--- src/rtl/tdm_demux_1x4_if.sv ---
// Serial-link side and frame-output side of the 4-slot TDM demux.
// Latency: n/a (signal bundle only).
// Backpressure: none; the link is push-only, gated by din_valid.
interface tdm_demux_1x4_if #(parameter int WIDTH = 1);
  logic [WIDTH-1:0]   din;
  logic               din_valid;
  logic               sync_in;
  logic [4*WIDTH-1:0] y;
  logic               frame_valid;
  logic [1:0]         slot;
  logic               locked;
  logic               sync_err;
`ifdef TDM_DEMUX_PARITY_EN
  logic               din_par;
  logic               par_err;

  modport master (output din, din_valid, sync_in, din_par,
                  input  y, frame_valid, slot, locked, sync_err, par_err);
  modport slave  (input  din, din_valid, sync_in, din_par,
                  output y, frame_valid, slot, locked, sync_err, par_err);
`else
  modport master (output din, din_valid, sync_in,
                  input  y, frame_valid, slot, locked, sync_err);
  modport slave  (input  din, din_valid, sync_in,
                  output y, frame_valid, slot, locked, sync_err);
`endif
endinterface

--- src/rtl/tdm_demux_1x4.sv ---
// 4-slot TDM receive demux: locks on sync_in, collects slots 0..3 into y.
// Latency: y/frame_valid visible 1 edge after the slot-3 beat is sampled.
// Backpressure: none; beats qualified by din_valid, idle cycles hold state.
// Optional even-parity check per beat under macro TDM_DEMUX_PARITY_EN.
module tdm_demux_1x4 #(
  parameter int WIDTH = 1
) (
  input logic              clk,
  input logic              rst_n,
  tdm_demux_1x4_if.slave   bus
);

  typedef enum logic {HUNT = 1'b0, LOCKED = 1'b1} state_t;

  state_t             state_q, state_d;
  logic [1:0]         slot_q, slot_d;
  logic [WIDTH-1:0]   sh0_q, sh1_q, sh2_q, sh0_d, sh1_d, sh2_d;
  logic [4*WIDTH-1:0] y_q, y_d;
  logic               fv_q, fv_d;
  logic               se_q, se_d;
`ifdef TDM_DEMUX_PARITY_EN
  logic               bad_q, bad_d;
  logic               pe_q, pe_d;
  logic               mis;
`endif

  // State register: FSM, slot counter, shadow slots and registered outputs.
  always_ff @(posedge clk or negedge rst_n) begin
    if (!rst_n) begin
      state_q <= HUNT;
      slot_q  <= 2'd0;
      sh0_q   <= '0;
      sh1_q   <= '0;
      sh2_q   <= '0;
      y_q     <= '0;
      fv_q    <= 1'b0;
      se_q    <= 1'b0;
`ifdef TDM_DEMUX_PARITY_EN
      bad_q   <= 1'b0;
      pe_q    <= 1'b0;
`endif
    end else begin
      state_q <= state_d;
      slot_q  <= slot_d;
      sh0_q   <= sh0_d;
      sh1_q   <= sh1_d;
      sh2_q   <= sh2_d;
      y_q     <= y_d;
      fv_q    <= fv_d;
      se_q    <= se_d;
`ifdef TDM_DEMUX_PARITY_EN
      bad_q   <= bad_d;
      pe_q    <= pe_d;
`endif
    end
  end

  // Next-state: hunt for sync, then fill slots; a sync on slot!=0 realigns.
  always_comb begin
    state_d = state_q;
    slot_d  = slot_q;
    sh0_d   = sh0_q;
    sh1_d   = sh1_q;
    sh2_d   = sh2_q;
    y_d     = y_q;
    fv_d    = 1'b0;
    se_d    = 1'b0;
`ifdef TDM_DEMUX_PARITY_EN
    bad_d   = bad_q;
    pe_d    = 1'b0;
    mis     = ^{bus.din, bus.din_par};
`endif
    if (bus.din_valid) begin
      if (state_q == HUNT) begin
        // Non-sync beats while hunting are dropped unchecked.
        if (bus.sync_in) begin
          sh0_d   = bus.din;
          slot_d  = 2'd1;
          state_d = LOCKED;
`ifdef TDM_DEMUX_PARITY_EN
          bad_d   = mis;
`endif
        end
      end else if (bus.sync_in && (slot_q != 2'd0)) begin
        // Misaligned sync: drop the partial frame, restart at slot 0.
        se_d   = 1'b1;
        sh0_d  = bus.din;
        slot_d = 2'd1;
`ifdef TDM_DEMUX_PARITY_EN
        bad_d  = mis;
`endif
      end else begin
        slot_d = slot_q + 2'd1;
`ifdef TDM_DEMUX_PARITY_EN
        bad_d  = bad_q | mis;
`endif
        case (slot_q)
          2'd0:    sh0_d = bus.din;
          2'd1:    sh1_d = bus.din;
          2'd2:    sh2_d = bus.din;
          default: begin
`ifdef TDM_DEMUX_PARITY_EN
            // A frame with any parity miss is reported, never published.
            if (bad_q || mis) begin
              pe_d = 1'b1;
            end else begin
              y_d  = {bus.din, sh2_q, sh1_q, sh0_q};
              fv_d = 1'b1;
            end
            bad_d = 1'b0;
`else
            y_d  = {bus.din, sh2_q, sh1_q, sh0_q};
            fv_d = 1'b1;
`endif
          end
        endcase
      end
    end
  end

  assign bus.y           = y_q;
  assign bus.frame_valid = fv_q;
  assign bus.slot        = slot_q;
  assign bus.locked      = (state_q == LOCKED);
  assign bus.sync_err    = se_q;
`ifdef TDM_DEMUX_PARITY_EN
  assign bus.par_err     = pe_q;
`endif

endmodule

--- src/flat_wrapper.sv ---
// flat-port wrapper written by rule: the top's interface ports become plain ports
module tdm_demux_1x4_flat 
#(
  parameter int WIDTH = 1
)
  (clk, rst_n, bus_din, bus_din_valid, bus_sync_in, bus_y, bus_frame_valid, bus_slot, bus_locked, bus_sync_err);
  tdm_demux_1x4_if #(.WIDTH(WIDTH)) bus_i ();
  input logic clk;
  input logic rst_n;
  input wire logic [$bits(bus_i.din)-1:0] bus_din;
  input wire logic [$bits(bus_i.din_valid)-1:0] bus_din_valid;
  input wire logic [$bits(bus_i.sync_in)-1:0] bus_sync_in;
  output wire logic [$bits(bus_i.y)-1:0] bus_y;
  output wire logic [$bits(bus_i.frame_valid)-1:0] bus_frame_valid;
  output wire logic [$bits(bus_i.slot)-1:0] bus_slot;
  output wire logic [$bits(bus_i.locked)-1:0] bus_locked;
  output wire logic [$bits(bus_i.sync_err)-1:0] bus_sync_err;
  assign bus_i.din = bus_din;
  assign bus_i.din_valid = bus_din_valid;
  assign bus_i.sync_in = bus_sync_in;
  assign bus_y = bus_i.y;
  assign bus_frame_valid = bus_i.frame_valid;
  assign bus_slot = bus_i.slot;
  assign bus_locked = bus_i.locked;
  assign bus_sync_err = bus_i.sync_err;
  tdm_demux_1x4 #(.WIDTH(WIDTH)) u_core (.clk(clk), .rst_n(rst_n), .bus(bus_i));
endmodule
--- config.mk ---
export PLATFORM = sky130hd
export DESIGN_NAME = tdm_demux_1x4_flat
export DESIGN_NICKNAME = d
export VERILOG_FILES = /design/src/rtl/tdm_demux_1x4_if.sv /design/src/rtl/tdm_demux_1x4.sv /design/src/flat_wrapper.sv
export SDC_FILE = /design/constraint.sdc
export NUM_CORES = 1
export LEC_CHECK = 0
export BUFFER_PORTS_ARGS = -buffer_cell sky130_fd_sc_hd__clkbuf_2
export CORE_AREA = 2 2 39 41
export CTS_CLUSTER_DIAMETER = 60
export CTS_CLUSTER_SIZE = 20
export DETAILED_ROUTE_END_ITERATION = 8
export DIE_AREA = 0 0 41 43
export GPL_ROUTABILITY_DRIVEN = 1
export HOLD_SLACK_MARGIN = 0.06
export PLACE_DENSITY = 0.67
export SETUP_SLACK_MARGIN = 0.3
export SLEW_MARGIN = 5
export SYNTH_ARGS = -nofsm -noshare
export SYNTH_HDL_FRONTEND = slang
export SYNTH_SLANG_ARGS = --single-unit
--- constraint.sdc ---
create_clock -name clk -period 1.7 [get_ports clk]
set_clock_uncertainty 0.05 [all_clocks]
set_input_delay 0.34 -clock clk [delete_from_list [all_inputs] [get_ports clk]]
set_output_delay 0.34 -clock clk [all_outputs]
set_load 0.01 [all_outputs]
======== Word-level counts from Yosys, hierarchy flattened ========
Index checks and enable logic that the tools add are counted.
operators by class
  $add $sub $neg .......................... 1
  bitwise logic cells ..................... 2
  equal/unequal tests ..................... 3
  muxes and demuxes ....................... 16
  reductions and logical operators ........ 10
operators by type and width
  kind                                                              count
  1-bit two-way mux                                                 13
  4-bit AND reduction                                               3
  2-bit two-way mux                                                 3
  2-bit nonzero test                                                2
  3-bit != test (second input constant)                             1
  3-bit AND reduction                                               1
  3-bit OR reduction                                                1
  2-bit by 1-bit adder with 2-bit output (second input constant)    1
  2-bit by 1-bit == test with 1-bit output (second input constant)  1
  2-bit == test (second input constant)                             1
  2-bit zero test                                                   1
  1-bit NOT                                                         2
  2-bit AND reduction                                               1
  1-bit logical AND                                                 1
storage, ports and cells
  register bits ........................... 12
  logic and storage cells ................. 40
  input bits .............................. 5
  output and inout port bits .............. 9

======== Logic depth before layout (Yosys ltp) ========
  word-level depth ........................ 6
  depth in mapped cells ................... 5

======== Least setup slack after synthesis ========
No wires, ideal clock.
  kind .................................... reg2reg
  from .................................... register u_core.slot_q[0] (netlist: u_core.bus.slot[0])
  to ...................................... register u_core.y_q[0] (netlist: u_core.bus.y[0])
  path slack .............................. 0.145 ns
  cell stages (with the launch flop) ...... 6
  arrival time ............................ 1.380 ns
  clock period less this slack ............ 1.555 ns
  buffers on the path ..................... 0
  path through ............................ dfrtp_1 -> inv_1 -> ha_1 -> nand2b_4 -> nand4_4 -> mux2_2
on the way
  word-level cells in the longest chain between the ends .. 4
  elaborated cells between the ends (all ways) .. 9
  those cells by class .................... eq/ne: 2; bitwise: 2; reduce/logical: 5
ends and longest elaborated chain
  what                                                               line                 text
  start: declaration                                                 tdm_demux_1x4.sv:16  logic [1:0] slot_q, slot_d;
  start signal: assignment                                           tdm_demux_1x4.sv:44  slot_q <= slot_d;
  2-bit by 1-bit == test with 1-bit output (tied with other cells)   tdm_demux_1x4.sv:97  case (slot_q)
  3-bit OR reduction (no line) or 1-bit logical AND (tied branches)  -
  1-bit NOT (no line)                                                -
  4-bit AND reduction (no line) *                                    -
  end signal: assignment                                             tdm_demux_1x4.sv:48  y_q <= y_d;
  end: declaration                                                   tdm_demux_1x4.sv:18  logic [4*WIDTH-1:0] y_q, y_d;
Every way passes the cells marked *; elsewhere a longest branch is shown, timed or not.
A chain may end at the register's enable or synchronous reset.

======== Final worst setup path ========
  from .................................... register u_core.slot_q[0] (netlist: u_core.bus.slot[0])
  to ...................................... register u_core.y_q[1] (netlist: u_core.bus.y[1])
Same word-level chain as after synthesis.

==> flow_results.org <==
** Worst setup path
- RR Endpoint :: u_core.bus.y[1]
- Critical setup path kind :: register to register
- Kind of start point of the critical path :: register
- Critical Path Sink :: u_core.bus.y[1]
- Of all nets on the critical path, the largest fanout is 5.
- Worst reg2reg path startpoint :: u_core.bus.slot[0]
- Worst-case reg-to-reg path depth :: 5
- Crit path required time :: 1.80 ns
- Across all register-to-register paths, the minimum setup slack is 0.30 ns.
- Worst setup startpoint :: u_core.bus.slot[0]
- For the worst setup path, the data arrival time is 1.50 ns.
- STA classifies the critical path endpoint as a register.

** Floorplan
- The total area inside the core boundary comes to 0.001384 mm^2.
- Initial core utilization :: 0.4222
- Vertical die dimension :: 43 um
- During I/O placement, the number of pins put on the boundary was 14.
- The die is 41 um wide.
- The initialized floorplan defines 14 standard-cell rows.
- Total Die Area :: 0.001763 mm^2

** Pwr
- Clock Power Share :: 0.183
- In this run the power density over the cells is 1593 mW/mm^2.
- Sequential cell fraction of total power :: 0.377
- P_leak :: 0.3764 nW
- The design draws 1.204 mW.
- For this design the total switching power over the nets is 386.3 uW.
- Maximum VDD drop :: 0.6038 mV
- The internal portion of the total power is 817.6 uW.
- Switching share of power :: 0.3209
- Combinational group share of total power :: 0.439

** Drt
- Wire length per cell after detailed routing :: 11.98 um
- The routed layout has 415 vias.
- Summed over all layers, the routed wires come to 1006 um.
- DRC marker count from the first detailed-route iteration :: 4
- Highest metal layer with signal wires :: met4
- In the final routing, the length of wire on met1 measures 464 um.
- Drt pass-1 iters :: 3
- Detailed routing placed a total of 494 um of wire on met2.
- Dividing the detail-routed via count by the number of cells gives 4.940.
- In the detailed route, the total length drawn on met3 is 26 um.
- After detailed routing, the number of remaining DRC violations is 0.
- Post-route antenna net violation count :: 0

** GRT
- The total overflow left after global routing is 0.
- The first global-routing pass estimated 1690 um of wire.
- Number of global-route vias before repair :: 392
- All-Layer GR Usage :: 0.1478
- Entering global routing, the biggest net connects 13 pins.
- The initial antenna violation count came to 0.

** Final layout
- Most common cell after layout, fill and taps aside :: sky130_fd_sc_hd__clkbuf_2
- Post-synthesis to final-layout area growth :: 29.34%
- Number of fillers in the final layout :: 123
- Total area of multi-input combinational cells :: 265.3 um^2
- Antenna fix cells :: 0
- In the final layout, flip-flops and latches occupy 302.8 um^2.
- Share of final-layout standard cells stronger than drive strength 1 :: 0.5441
- Measured on the finished design, the core utilization comes to 0.5461.
- Number of nets in the layout :: 78
- The library cells used most frequently in the layout, excluding fill and tap cells, are 13 x sky130_fd_sc_hd__clkbuf_2, 10 x sky130_fd_sc_hd__dfrtp_1, 6 x sky130_fd_sc_hd__mux2_2, 4 x sky130_fd_sc_hd__nand2_1, 4 x sky130_fd_sc_hd__buf_4.

** Synth
- Of the total synthesized cell area, the portion taken by AND, OR, NAND and NOR gates is 0.1435.
- Arithmetic-cell share of the synthesized area counting full adders, half adders and majority gates :: 0.08565
- Yosys mapped the design onto 16 distinct sky130hd cell types.
- In this run, synthesis produced a sequential element count of 12.
- Yosys printed 0 warnings.
- Of the total synthesized cell area, the portion taken by XOR and XNOR cells is 0.
- The area fraction in compound gates after synthesis was 0.05782.
- Of the post-synthesis cell area, the part taken by muxes is 0.1349.
- A synthesized cell averages 12.43 um^2.
- By area, the combinational part of the netlist is dominated by simple AND/OR/NAND/NOR gates.
- The cell area that synthesis handed to floorplanning was 584.3 um^2.
- Counting every instance in the synthesized netlist gives 47.
- For this run, the register share of the synthesized area comes to 0.5139.
- Number of nets in the synthesized netlist :: 56

** Place
- Input and output buffers added on the ports amount to 13.
- Detailed Place HPWL :: 662.6 um
- Final estimated routing congestion in global placement :: 0.8672

** Timing
- Share of the clock period used by the worst path :: 0.8217
- Final setup TNS :: 0 ns
- Slew Limit Fails :: 0
- At the pin with the least slew margin, the transition time is 0.3056 ns.
- The hold violation total from the final report came to 0.
- Setup violations remaining at the end of the flow were counted as 0.
- Headroom to the max-slew limit :: 0.7963
- Minimum hold slack :: 0.3072 ns
- Setup repair after global routing could not meet its margin everywhere.
- Based on the critical path, the design can be clocked at up to 715.9 MHz.
- Post-layout minimum cycle time :: 1.397 ns

** Clock network
- The clock passes through at most 2 buffers.
- Clock insertion delay at the later pin of the skew report :: 0.26 ns
- Number of CTS-inserted buffers :: 3
- Clock-pin slew was measured on the worst setup and hold paths at 0.07 ns.
- TritonCTS built the clock tree.
- The cell sitting at the root of the clock tree is a sky130_fd_sc_hd__clkbuf_4.
- Clock tree synthesis found a total of 12 sinks.
- CTS built an H-tree with a depth of 1.

** Run status
- The flow ran to the end, and the final reports show no timing, DRC or antenna violations.

** Job
- Max_cap viols :: 0

** Worst hold path
- The min-delay analysis places its worst path in the category primary input to register.
-- synth_stat cells --
| cell type | n | area, um^2 |
|---|---|---|
| sky130_fd_sc_hd__a21o_1 | 1 | 7.510 |
| sky130_fd_sc_hd__a21oi_1 | 2 | 10.01 |
| sky130_fd_sc_hd__buf_6 | 2 | 22.52 |
| sky130_fd_sc_hd__dfrtp_1 | 12 | 300.3 |
| sky130_fd_sc_hd__ha_1 | 4 | 50.05 |
| sky130_fd_sc_hd__inv_1 | 4 | 15.01 |
| sky130_fd_sc_hd__mux2_2 | 7 | 78.83 |
| sky130_fd_sc_hd__nand2_1 | 4 | 15.01 |
| sky130_fd_sc_hd__nand2b_4 | 1 | 13.76 |
| sky130_fd_sc_hd__nand3_1 | 1 | 5.000 |
| sky130_fd_sc_hd__nand4_1 | 3 | 18.77 |
| sky130_fd_sc_hd__nand4_4 | 1 | 21.27 |
| sky130_fd_sc_hd__nor2_1 | 1 | 3.750 |
| sky130_fd_sc_hd__nor2b_1 | 1 | 6.260 |
| sky130_fd_sc_hd__o21ai_0 | 2 | 10.01 |
| sky130_fd_sc_hd__o22ai_1 | 1 | 6.260 |
-- power groups by stage --
stage | clock (mW) | sequential [mW] | combinational, mW
after floorplan | 0 | 0.506 | 0.232
after global placement | 0 | 0.473 | 0.390
after detailed placement | 0 | 0.477 | 0.389
after CTS | 0.228 | 0.449 | 0.503
after global routing | 0.247 | 0.468 | 0.585
final | 0.221 | 0.454 | 0.529
-- cell families (layout without fill, tap and decap cells) --
logic type	after synthesis	after routing
DFF	12	12
buffers and inverters	6	27
muxes	7	7
AOI/OAI and AO/OA	6	6
adders and majority gates	4	4
and+or+nand+nor	12	12
-- worst min path at each step --
stage | start | endpoint | slack (ns) | cells after the start
floorplan | rst_n | u_core.bus.frame_valid | -0.006 | 0
global placement | rst_n | u_core.bus.sync_err | 0.19 | 1
detailed placement | rst_n | u_core.bus.sync_err | 0.19 | 1
CTS | bus_din | u_core.sh2_q | 0.31 | 2
global route | bus_din | u_core.bus.y[3] | 0.30 | 2
finish | bus_din | u_core.sh2_q | 0.31 | 2
-- flip-flops by register name (all words and copies together) (netlist names) --
name / count
u_core.sh0_q: 1
u_core.bus.slot: 2
u_core.bus.sync_err: 1
u_core.sh2_q: 1
u_core.bus.y: 4
u_core.bus.locked: 1
u_core.bus.frame_valid: 1
u_core.sh1_q: 1
-- worst max-delay path, stage by stage, from the launching register on --
cell and delay, ns:
sky130_fd_sc_hd__dfrtp_2 0.43, sky130_fd_sc_hd__inv_2 0.08, sky130_fd_sc_hd__ha_4 0.13, sky130_fd_sc_hd__nand2b_4 0.14
sky130_fd_sc_hd__nand4_4 0.12, sky130_fd_sc_hd__mux2_4 0.32
-- per-stage QoR --
step / worst slack (ns) / instances / area [um^2]
2_1_floorplan: 0.2760 / 47 / 588.1
3_3_place_gp: 0.2703 / 74 / 650.6
3_5_place_dp: 0.2421 / 74 / 650.6
4_1_cts: 0.3009 / 83 / 744.5
5_1_grt: 0.2388 / 84 / 755.7
6_report: 0.3031 / 84 / 755.7
-- layer usage --
layer,vias to the layer above,global-route usage
met5,-,0
met4,0,0.1200
met3,2,0.03141
met2,8,0.2031
met1,198,0.1892
li1,207,-
-- what timing repair did --
item,in CTS,in global routing
hold buffers,1,0
pin swaps,0,2
endpoints found under the hold margin,12,0
gates resized for setup,4,2
endpoints found under the setup margin,8,7
buffers inserted,4,1
-- layout make-up --
cell class / count / area share
sequential: 12 / 0.4007
timing repair buffer: 19 / 0.1540
tap: 16 / 0.02649
inverter: 4 / 0.01987
multi-input combinational: 29 / 0.3510
clock buffer: 4 / 0.04801
No activity file was read; power rests on OpenSTA's default activity.
